File: src/rtl/toeplitz_colstream.sv
// Streams the columns of a Toeplitz matrix built from a row seed and a column seed,
// STRIDE bits per step, with valid/ready handshaking and one-shot or continuous mode.
module toeplitz_colstream #(
    parameter  int N      = 256,
    parameter  int L      = 128,
    parameter  int STRIDE = 1,
    localparam int NCOL   = N / STRIDE,
    localparam int IW     = (NCOL > 1) ? $clog2(NCOL) : 1
) (
    input  logic          clk,
    input  logic          reset,
    input  logic          seed_valid,
    output logic          seed_ready,
    input  logic [N-1:0]  seed_row,
    input  logic [L-1:0]  seed_col,
    input  logic          seed_cont,
    input  logic          flush,
    output logic          col_valid,
    input  logic          col_ready,
    output logic [L-1:0]  col,
    output logic [IW-1:0] col_idx,
    output logic          col_last
);

    generate
        if (!(STRIDE >= 1 && STRIDE < L && (N % STRIDE) == 0 && (N / STRIDE) >= 2)) begin : g_bad_params
            $error("toeplitz_colstream: illegal N/L/STRIDE combination");
        end
    endgenerate

    typedef enum logic {IDLE, RUN} state_t;

    localparam logic [IW-1:0] LAST_IDX = IW'(NCOL - 1);
    localparam logic [IW-1:0] PENULT   = IW'(NCOL - 2);

    state_t         state;
    logic [N-1:0]   row_w;
    logic [N-1:0]   row_s;
    logic [L-1:0]   col_s;
    logic           cont_s;
    logic           at_last;

    assign at_last = (col_idx == LAST_IDX);

    // NOTE: all state here is sequential and uses non-blocking assignments so every
    // register samples pre-edge values; blocking here would create order-dependent races.
    always_ff @(posedge clk or posedge reset) begin
        if (reset) begin
            state      <= IDLE;
            seed_ready <= 1'b1;
            col_valid  <= 1'b0;
            col_last   <= 1'b0;
            col        <= '0;
            col_idx    <= '0;
            row_w      <= '0;
            row_s      <= '0;
            col_s      <= '0;
            cont_s     <= 1'b0;
        end else if (flush) begin
            // Abort wins over any transfer or seed offer in the same cycle.
            state      <= IDLE;
            seed_ready <= 1'b1;
            col_valid  <= 1'b0;
            col_last   <= 1'b0;
            col_idx    <= '0;
        end else begin
            case (state)
                IDLE: begin
                    if (seed_valid) begin
                        row_s      <= seed_row;
                        col_s      <= seed_col;
                        cont_s     <= seed_cont;
                        row_w      <= seed_row;
                        col        <= seed_col;
                        col_idx    <= '0;
                        state      <= RUN;
                        seed_ready <= 1'b0;
                        col_valid  <= 1'b1;
                        col_last   <= 1'b0;
                    end
                end
                RUN: begin
                    if (col_ready) begin
                        if (!at_last) begin
                            col      <= {row_w[N-1 -: STRIDE], col[L-1:STRIDE]};
                            row_w    <= row_w << STRIDE;
                            col_idx  <= col_idx + 1'b1;
                            col_last <= (col_idx == PENULT);
                        end else if (cont_s) begin
                            // Wrap straight back to column 0 with no bubble.
                            col      <= col_s;
                            row_w    <= row_s;
                            col_idx  <= '0;
                            col_last <= 1'b0;
                        end else begin
                            state      <= IDLE;
                            seed_ready <= 1'b1;
                            col_valid  <= 1'b0;
                            col_last   <= 1'b0;
                            col_idx    <= '0;
                        end
                    end
                end
                default: begin
                    state      <= IDLE;
                    seed_ready <= 1'b1;
                    col_valid  <= 1'b0;
                    col_last   <= 1'b0;
                    col_idx    <= '0;
                end
            endcase
        end
    end

endmodule

File: config.mk
export PLATFORM = sky130hd
export DESIGN_NAME = toeplitz_colstream
export DESIGN_NICKNAME = d
export VERILOG_FILES = /design/src/rtl/toeplitz_colstream.sv
export SDC_FILE = /design/constraint.sdc
export NUM_CORES = 2
export LEC_CHECK = 0
export CELL_PAD_IN_SITES_DETAIL_PLACEMENT = 1
export CELL_PAD_IN_SITES_GLOBAL_PLACEMENT = 2
export CORE_ASPECT_RATIO = 0.75
export CORE_UTILIZATION = 39
export CTS_BUF_LIST = sky130_fd_sc_hd__clkbuf_2 sky130_fd_sc_hd__clkbuf_4 sky130_fd_sc_hd__clkbuf_8
export DETAILED_ROUTE_END_ITERATION = 7
export GPL_TIMING_DRIVEN = 0
export PLACE_DENSITY_LB_ADDON = 0.3
export REMOVE_ABC_BUFFERS = 1
export SLEW_MARGIN = 0
export SYNTH_ARGS = -nofsm -noshare
export SYNTH_HDL_FRONTEND = slang
export SYNTH_SLANG_ARGS = --single-unit
File: constraint.sdc
create_clock -name clk -period 29.5 [get_ports clk]
set_input_delay 2.95 -clock clk [delete_from_list [all_inputs] [get_ports clk]]
set_output_delay 2.95 -clock clk [all_outputs]
set_load 0.01 [all_outputs]
**After elaboration in Yosys (flattened, before gate mapping)**

Cells that the tools add are included.

- Logic and storage cells: 63
- Output and inout port bits: 139
- Bits in registers: 781

- Muxes and demuxes: 37
- Reduce and logical (&&, ||, !) cells: 4
- Eq/ne operators: 9
- Bitwise operators: 2
- Add/subtract/negate cells: 1

Operator list:

| operator | count |
|---|---|
| 256-bit 2-to-1 mux | 4 |
| 128-bit 2-to-1 mux | 4 |
| 256-bit one-hot mux with 2 select lines | 1 |
| 128-bit one-hot mux with 2 select lines | 1 |
| 8-bit 2-to-1 mux | 4 |
| 1-bit 2-to-1 mux | 18 |
| 8-bit == test, second input constant | 2 |
| 8-bit one-hot mux with 2 select lines | 1 |
| 3-bit != test, second input constant | 4 |
| 8-bit by 1-bit adder with 8-bit output, second input constant | 1 |
| 1-bit one-hot mux with 2 select lines | 4 |
| 4-bit AND reduction | 2 |
| 2-bit != test, second input constant | 2 |
| 3-bit by 2-bit != test with 1-bit output, second input constant | 1 |
| 3-bit AND reduction | 1 |
| 1-bit NOT | 2 |
| 2-bit AND reduction | 1 |

**Depth between registers and ports, before layout**

- Depth after elaboration: 5
- Gate-level depth with buffers: 9
- Gate-level depth less buffers: 5

**Worst setup path before layout**

OpenSTA, ideal clock, no wires.

- Path kind: input port to flip-flop
- Start: in seed_valid
- End: reg col[0]
- Stages: 8
- Path slack: 25,158 ps
- Data required time: 29,396 ps
- Arrival: 4,239 ps
- Path through: mux2_4 > nand2b_1 > clkbuf_1 > or2_1 > buf_2 > buf_6 > buf_6 > o41ai_2

- Cells in the longest elaborated chain, start to end: 2

RTL lines:

| item | RTL line | text |
|---|---|---|
| start, declared | 12 | `input logic seed_valid,` |
| 2-bit != test (no source line) | n/a |  |
| 4-bit AND reduction (no source line) | n/a |  |
| end signal, assigned | 74 | `col <= seed_col;` |
| end signal, assigned | 85 | `col <= {row_w[N-1 -: STRIDE], col[L-1:STRIDE]};` |
| end signal, assigned | 91 | `col <= col_s;` |
| end, declared | 20 | `output logic [L-1:0] col,` |

No other way between the ends.
A chain may end at the register's enable or synchronous reset.

**Final worst setup path**

- Start: in flush
- End: reg col[89]

- Cells in the longest elaborated chain, start to end: 2

RTL lines:

| item | RTL line | text |
|---|---|---|
| start, declared | 17 | `input logic flush,` |
| 1-bit NOT (no source line) | n/a |  |
| 4-bit AND reduction (no source line) | n/a |  |

No other way between the ends.

==> flow_summary.json <==
{
  "outcome": "finished, final reports clean",
  "cp-end-kind": "flip-flop",
  "row_count": 102,
  "hp-class": "flip-flop to flip-flop",
  "p_per_area_mw_per_mm2": 60.6,
  "grt_max_degree": 121,
  "syn_area_per_cell_um2": 11.7,
  "slew_violations": 0,
  "worst_path_most_repeated_cell": "buf_12",
  "fillCellCount": 10800,
  "skew_ns": 0.0482,
  "io_buffers": 528,
  "cp.required_ns": 30.18,
  "postSynth.asyncResetShare_pct": 100,
  "critPathMaxStageDelay_ns": 0.78,
  "critPathBufInv": 8,
  "numCtsBuffers": 142,
  "synth.distinct_cells": 38,
  "grt_pass1_vias": 33800,
  "antenna_found_initial": 47,
  "drtIter0Drc": 1431,
  "max_freq_mhz": 153,
  "cts_root_buf": "clkbuf_8",
  "leakage_nw": 20.3,
  "drtPass1Iterations": 7,
  "vias": 30800,
  "clk_pin_slew_ns": 0.05,
  "synth_top_area_share_pct": 47.3,
  "mappedNetlistArea_mm2": 0.0413,
  "core-area_mm2": 0.104,
  "cts_tree": "done",
  "synth_top_area_cell": "dfrtp_1",
  "regArea_mm2": 0.0195,
  "start_kind": "input pin",
  "finalCritPeriodShare_pct": 22.2,
  "yosysSeqAreaShare_pct": 47.4,
  "routed_via_density": 5.63,
  "ys.flop_type": "dfrtp_1",
  "path_cells": "clkdlybuf4s50_1 > nand2b_4 > buf_12 > buf_16 > buf_12 > or2_4 > buf_16 > buf_12 > buf_12 > buf_16 > o41ai_1",
  "dp_hpwl_um": 79900,
  "finalSetupViolCount": 0,
  "holdBufCountCts": 0,
  "synth_cells": 3535,
  "tightest_slew_ns": 0.859,
  "finalHoldViolations": 0,
  "place.gp.congestion": 0.746,
  "post_cts_buffers": 0,
  "die_h_um": 284,
  "peakVddDrop_mv": 0.0380,
  "wl_um": 124000,
  "initial_core_util_pct": 39.7,
  "critical_path.top_delay_family": "buffers and inverters",
  "crit_fanout": 73,
  "yosysWarnings": 0,
  "fin_ws_ns": 22.96,
  "fin_setup_tns_ns": 0,
  "fin_crit_ns": 6.54,
  "pre_cts_ws_ns": 22.08,
  "multi_input_area_mm2": 0.0199,
  "grt_pass1_wl_um": 198000,
  "drc_errors": 0,
  "cts_sinks": 781,
  "grt_usage_pct": 23.2,
  "slew_headroom_pct": 42.7,
  "die_area_mm2": 0.107,
  "overflow": 0,
  "synth_seq_cells": 781,
  "syn_to_final_growth_pct": 25.6,
  "slowest_stage": "clkdlybuf4s50_1",
  "drive_above_1_share_pct": 27.9,
  "clkLatencyLatePin_ns": 0.83,
  "ant_nets": 0,
  "wire_per_inst_um": 22.7,
  "nets": 4340,
  "synth_edf_count": 0,
  "ios": 529,
  "ctsLongestPathBuffers": 3,
  "cts-htree-levels": 4,
  "cp.arrival_ns": 7.22,
  "cap_violations": 0,
  "criticalPathCategory": "input pin to flip-flop",
  "dieWidth_um": 378,
  "ys_top_cells_by_area": "dfrtp_1, o41ai_2, nor3b_1",
  "ctsResizeCount": 0,
  "rsz0062_at_grt": "no"
}
==> state kept, by name (all words and copies together), names as in the netlist, 8 cells and up <==
register  cells
col         128
col_s       128
col_idx       8
row_s       256
row_w       256
==> cell usage after synthesis (3+ instances only) <==
master	n
dfrtp_1	780
nor3b_1	768
nor2_1	392
o21ai_0	388
mux2_2	385
o41ai_2	358
clkbuf_1	300
buf_2	42
buf_6	40
o41ai_1	27
a21oi_1	5
nand2_1	5
nand2b_1	5
nand3_1	4
a31oi_1	3
buf_1	3
nor2b_1	3
==> final timing paths <==
path | to | cells after the start | slack, ns | start
max | col[89] | 11 | 22.96 | flush
min | col_last | 2 | 0.49 | col_last
max reg2reg | col[89] | 12 | 24.80 | state
min reg2reg | col_last | 2 | 0.49 | col_last
max in group asynchronous | state | 6 | 24.26 | reset
min in group asynchronous | row_s[1] | 2 | 2.56 | reset
==> where the power goes <==
group          total, mW  switching [mW]  internal, mW
Combinational      0.646           0.282         0.364
Sequential          1.40           0.122          1.28
Clock               1.09           0.484         0.609
==> routing by layer <==
| metal | up-vias | routed length [um] | track usage (%) |
|---|---|---|---|
| li1 | 14000 | - | - |
| met1 | 16000 | 55300 | 30.3 |
| met2 | 527 | 58800 | 37.5 |
| met3 | 210 | 7100 | 5.99 |
| met4 | 52 | 2510 | 7.07 |
| met5 | - | 304 | 0 |
==> metrics by stage <==
step	instance area, um^2	utilization (%)	power (mW)	std cells	hold WS [ns]
after floorplan	39500	-	1.99	3149	0.473
after global placement	46500	44.7	2.68	5081	0.472
after detailed placement	48800	46.9	2.07	5208	0.479
after CTS	51800	49.8	3.19	5454	0.493
after global routing	51800	49.8	3.31	5465	0.519
final	51800	49.8	3.14	5473	0.490
==> tightest hold or removal path, cell delays in order (launching register included) <==
cell,delay [ns]
dfrtp_1,0.34
nand2_1,0.05
o21ai_0,0.06
==> cells in the final DEF, fill, tap and decap left out, types with 19 or more instances in the layout <==
cell,instances
dfrtp_1,779
nor3b_1,767
clkdlybuf4s50_1,528
nor2_1,391
o21ai_0,388
mux2_2,385
o41ai_2,358
clkbuf_8,181
buf_6,56
clkbuf_4,47
buf_16,39
o41ai_1,27
diode_2,19
==> cell type report <==
cell class	count	area share (%)
Multi-Input combinational cell	2366	38.5
Sequential cell	781	37.7
Timing Repair Buffer	655	14.6
Clock buffer	228	5.49
Tap cell	1404	3.39
Clock inverter	18	0.270
Antenna cell	19	0.0917
Inverter	2	0.0290
==> logic make-up after synthesis <==
logic type	count (synthesis)	synth area share [%]
buffers and inverters	388	4.39
and+or+nand+nor	1187	17.9
adders and majority gates	2	0.0606
xor gates and xnor gates	2	0.0425
muxes	387	10.6
AOI/OAI and AO/OA	788	19.6
DFF	781	47.4
Note: power is estimated with default switching activity, not from simulation.
